`config.mk`:
```
export PLATFORM = sky130hd
export DESIGN_NAME = pc_unit
export DESIGN_NICKNAME = d
export VERILOG_FILES = /design/src/rtl/pc_unit.sv
export SDC_FILE = /design/constraint.sdc
export NUM_CORES = 1
export LEC_CHECK = 0
export CORE_MARGIN = 1.5
export CORE_UTILIZATION = 49
export DETAILED_ROUTE_END_ITERATION = 7
export HOLD_SLACK_MARGIN = 0.08
export PLACE_DENSITY = 0.74
export SYNTH_ARGS = -nofsm -noshare
export SYNTH_HDL_FRONTEND = slang
export SYNTH_SLANG_ARGS = --single-unit
```
`constraint.sdc`:
```
create_clock -name clk -period 3 [get_ports clk]
set_input_delay 0.6 -clock clk [delete_from_list [all_inputs] [get_ports clk]]
set_output_delay 0.6 -clock clk [all_outputs]
set_load 0.01 [all_outputs]
```
`src/rtl/pc_unit.sv`:
```
// Program-counter unit: write-controlled PC with next-PC selection among
// sequential, branch, jump and return sources, backed by a circular return-address stack.
module pc_unit #(
    parameter int unsigned     WIDTH        = 16,
    parameter logic [WIDTH-1:0] RESET_VECTOR = '0,
    parameter logic [WIDTH-1:0] STEP         = WIDTH'(1),
    parameter int unsigned     RAS_DEPTH    = 4
) (
    input  logic                             clk,
    input  logic                             reset,
    input  logic                             pc_write,
    input  logic                             pc_write_cond,
    input  logic                             zero,
    input  logic [1:0]                       pc_src,
    input  logic [WIDTH-1:0]                 branch_target,
    input  logic [WIDTH-1:0]                 jump_target,
    input  logic                             call,
    output logic [WIDTH-1:0]                 pc,
    output logic [WIDTH-1:0]                 pc_plus,
    output logic [$clog2(RAS_DEPTH+1)-1:0]   ras_count,
    output logic                             ras_overflow,
    output logic                             ras_underflow,
    output logic                             redirect
);

    localparam int unsigned CntW = $clog2(RAS_DEPTH + 1);
    localparam int unsigned PtrW = $clog2(RAS_DEPTH);

    typedef enum logic [1:0] {
        SrcSeq    = 2'b00,
        SrcBranch = 2'b01,
        SrcJump   = 2'b10,
        SrcReturn = 2'b11
    } pc_src_e;

    logic [WIDTH-1:0] pc_q, pc_d;
    logic [CntW-1:0]  count_q, count_d;
    logic [PtrW-1:0]  wp_q, wp_d;
    logic             ovf_q, ovf_d;
    logic             unf_q, unf_d;
    logic             redirect_q, redirect_d;
    logic [WIDTH-1:0] ras_mem [RAS_DEPTH];

    logic             take;
    logic             push;
    logic             pop_req;
    logic             ras_empty;
    logic             ras_full;
    logic [PtrW-1:0]  top_idx;

    assign take      = pc_write | (pc_write_cond & zero);
    assign push      = take & (pc_src_e'(pc_src) == SrcJump) & call;
    assign pop_req   = take & (pc_src_e'(pc_src) == SrcReturn);
    assign ras_empty = (count_q == '0);
    assign ras_full  = (count_q == CntW'(RAS_DEPTH));
    assign top_idx   = wp_q - PtrW'(1);
    assign pc_plus   = pc_q + STEP;

    always_comb begin
        pc_d       = pc_q;
        count_d    = count_q;
        wp_d       = wp_q;
        ovf_d      = ovf_q;
        unf_d      = unf_q;
        redirect_d = 1'b0;
        if (take) begin
            unique case (pc_src_e'(pc_src))
                SrcSeq: pc_d = pc_plus;
                SrcBranch: begin
                    pc_d       = branch_target;
                    redirect_d = 1'b1;
                end
                SrcJump: begin
                    pc_d       = jump_target;
                    redirect_d = 1'b1;
                    if (call) begin
                        wp_d = wp_q + PtrW'(1);
                        // A full stack drops its oldest entry: the write simply laps it.
                        if (ras_full) begin
                            ovf_d = 1'b1;
                        end else begin
                            count_d = count_q + CntW'(1);
                        end
                    end
                end
                SrcReturn: begin
                    if (ras_empty) begin
                        unf_d = 1'b1;
                    end else begin
                        pc_d       = ras_mem[top_idx];
                        wp_d       = top_idx;
                        count_d    = count_q - CntW'(1);
                        redirect_d = 1'b1;
                    end
                end
                default: pc_d = pc_q;
            endcase
        end
    end

    always_ff @(posedge clk) begin
        if (reset) begin
            pc_q       <= RESET_VECTOR;
            count_q    <= '0;
            wp_q       <= '0;
            ovf_q      <= 1'b0;
            unf_q      <= 1'b0;
            redirect_q <= 1'b0;
        end else begin
            pc_q       <= pc_d;
            count_q    <= count_d;
            wp_q       <= wp_d;
            ovf_q      <= ovf_d;
            unf_q      <= unf_d;
            redirect_q <= redirect_d;
        end
    end

    // Stack storage is left uninitialised by reset; count/wp make stale data unreachable.
    always_ff @(posedge clk) begin
        if (!reset && push) begin
            ras_mem[wp_q] <= pc_plus;
        end
    end

    logic unused_pop;
    assign unused_pop = pop_req;

    assign pc            = pc_q;
    assign ras_count     = count_q;
    assign ras_overflow  = ovf_q;
    assign ras_underflow = unf_q;
    assign redirect      = redirect_q;

endmodule

```
==> results.tsv <==
metric	value	unit
synth_cell_types	56	
crit_slowest_cell	clkdlybuf4s50_1	
dieArea	0.009373	mm2
dr.first_iter.drc_count	287	
cp_max_fo	5	
gp_congestion	0.8654	
synthArstFlopShare	0	
grt_overflow	0	
cts.sinks	88	
tightest_slew	1.317	ns
std_cell_rows	34	
cap_violations	0	
finalPower	2.655	mW
setup_viol	0	
n_antenna_cell	0	
vdd_ir_drop_max	0.2387	mV
vias	3332	
synth_mux_area_frac	0.09603	
htreeDepth	3	
core	0.008636	mm2
ys.flop_type	edfxtp_1	
wl	11280	um
dp_cells	540	
synth_edf_count	64	
final_antenna_net_count	0	
nNetsFinal	499	
end_kind	primary output	
synth_fa_ha_area_frac	0.03191	
cp.arrival	2.31	ns
synth_compound_area_frac	0.1239	
worst_slack	0.09182	ns
synth_nets	401	
cts_root_buf	clkbuf_8	
synth-xor-area-share	0.03249	
synth_area	0.004313	mm2
syn_inst	350	
slew_headroom	0.1150	
grt_max_degree	34	
die_height	96.82	um
p_per_area	469.8	mW/mm2
crit_family	simple AND/OR/NAND/NOR gates	
final-hold-violation-count	0	
grt_pass1_wl	18020	um
leakagePower	2.024	nW
outcome	finished clean	
path_clk_slew	0.09	ns
antenna_found_initial	0	
track_usage	0.2475	
startpoint_type	flip-flop	
synth_simple_gate_area_frac	0.1236	
yosysSeqAreaShare	0.5570	
drc_errors	0	
cts_hold_buf	0	
hpwl	7989	um
final_util	0.6544	
min_path_type	reg2reg	
finalMaxSlewViolations	0	
routedWlPerCell	20.11	um
areaGrowthSynthToFinish	31.04	%
fin_crit	2.908	ns
drive_gt1_frac	0.2031	
grt_pass1_vias	3333	
critPathRequiredTime	2.40	ns
io_buffer_count	77	
avgViaCountPerCell	5.939	
crit_type	reg2out	
max_freq	343.9	MHz
path_cells	nand3_2 -> nor4_4 -> xor2_2 -> clkdlybuf4s50_1	
syn_avg_cell_area	12.32	um2
cts_max_path_buffers	2	
synth_top_family_by_area	compound AO/OA/AOI/OAI gates	
slowest_delay	0.59	ns
finalNonFillerCells	561	
tritoncts	yes	
finalClockSkew	0.009726	ns
start_util	0.4994	
place_ws	0.1419	ns
post-route-period-util	0.9694	
ys_warn_count	0	
firstDrtPassIters	5	
insertion_delay	0.37	ns
pin_count	78	
chipWidth	96.82	um
ys_ff_latch	88	
cts_made_buffers	9	
critPathBufInv	1	
tns	0	ns
[final cells by class]
cell class,instances,area (um2)
Clock buffer,9,123.9
Clock inverter,7,55.05
Tap cell,108,135.1
Timing Repair Buffer,109,1017
Fill cell,671,2984
Multi-Input combinational cell,227,1852
Sequential cell,88,2420
Inverter,13,48.80
[Yosys cell counts (5+ instances only)]
library cell,instances,share of area
a221oi_1,5,0.010
clkbuf_1,13,0.011
and2_1,5,0.0073
a21oi_1,13,0.015
o221ai_1,7,0.014
nand3_1,7,0.0081
xnor2_1,7,0.014
nand4b_1,6,0.012
a22oi_1,8,0.014
mux4_2,5,0.026
mux2i_1,23,0.053
nand2_1,27,0.023
nor2_1,11,0.0096
edfxtp_1,64,0.45
ha_1,11,0.032
inv_1,13,0.011
xor2_1,9,0.018
dfxtp_1,24,0.11
o21ai_0,9,0.010
mux2_2,5,0.013
nor4_1,5,0.0073
a31oi_1,8,0.012
nor3_1,7,0.0081
buf_2,7,0.0081
[worst register-to-register path, stage by stage (launching register included)]
cell,delay [ns]
dfxtp_1,0.32
buf_4,0.21
inv_1,0.10
ha_1,0.29
buf_4,0.25
buf_4,0.35
mux2i_1,0.13
o221ai_1,0.26
nand2_1,0.12
a31oi_1,0.25
[through the flow]
stage | hold WS, ns | instance area, um2
5_1_grt | 0.5289 | 5652
4_1_cts | 0.4930 | 5592
2_1_floorplan | 0.5047 | 4313
3_3_place_gp | 0.4651 | 5319
6_report | 0.4903 | 5652
3_5_place_dp | 0.4675 | 5319
[registers in the layout (all words and copies together) (netlist names)]
register and cells:
pc 16, ras_underflow 1, wp_q 2, ras_overflow 1, ras_count 3, redirect 1
ras_mem 64
[kinds of logic after synthesis]
kind of cell,after synthesis
buffers and inverters,35
flip-flops,88
adder cells (fa/ha/maj),11
AND/OR/NAND/NOR,95
XOR/XNOR,16
multiplexers,34
AO/OA/AOI/OAI,71
[power by group]
group          switching (mW)  internal (mW)  leakage [nW]
registers              0.0464           1.35         0.786
clock network           0.451          0.311        0.0935
logic                   0.247          0.253          1.15
total                   0.745           1.91          2.02
[worst paths after layout]
| check | slack (ns) | startpoint | depth (start not counted) | end |
|---|---|---|---|---|
| setup / recovery | 0.09 | pc[10]$_SDFFE_PP0P_ | 4 | pc_plus[15] |
| hold / removal | 0.49 | ras_underflow$_SDFFE_PP0P_ | 2 | ras_underflow$_SDFFE_PP0P_ |
| setup reg to reg | 0.66 | wp_q[0]$_SDFFE_PP0P_ | 9 | pc[7]$_SDFFE_PP0P_ |
| hold reg to reg | 0.49 | ras_underflow$_SDFFE_PP0P_ | 2 | ras_underflow$_SDFFE_PP0P_ |
[placed cells by master (no fill, tap or decap), drive strengths merged, types with 7 or more instances in the layout]
cell type and instances:
a21oi 13, a22oi 8, a31oi 9, buf 32, clkbuf 9, clkdlybuf4s50 73, dfxtp 24, edfxtp 64
ha 11, inv 16, mux2i 23, nand2 28, nand3 9, nor2 11, nor3 7, o21ai 9
o221ai 7, xnor2 7, xor2 9
[repair_timing]
action	CTS	global route
setup endpoints to repair	8	8
pin swaps	3	2
resized for setup	12	18
setup buffers	5	0
endpoints found under the hold margin	0	0
[metal layers]
| layer | share of wire | wire [um] | GRT usage |
|---|---|---|---|
| met1 | 0.42 | 4745 | 0.3354 |
| met2 | 0.51 | 5707 | 0.4018 |
| met3 | 0.056 | 636 | 0.03468 |
| met4 | 0.017 | 193 | 0.1026 |
| met5 | 0 | 0 | 0 |
No activity file was read; power rests on OpenSTA's default activity.
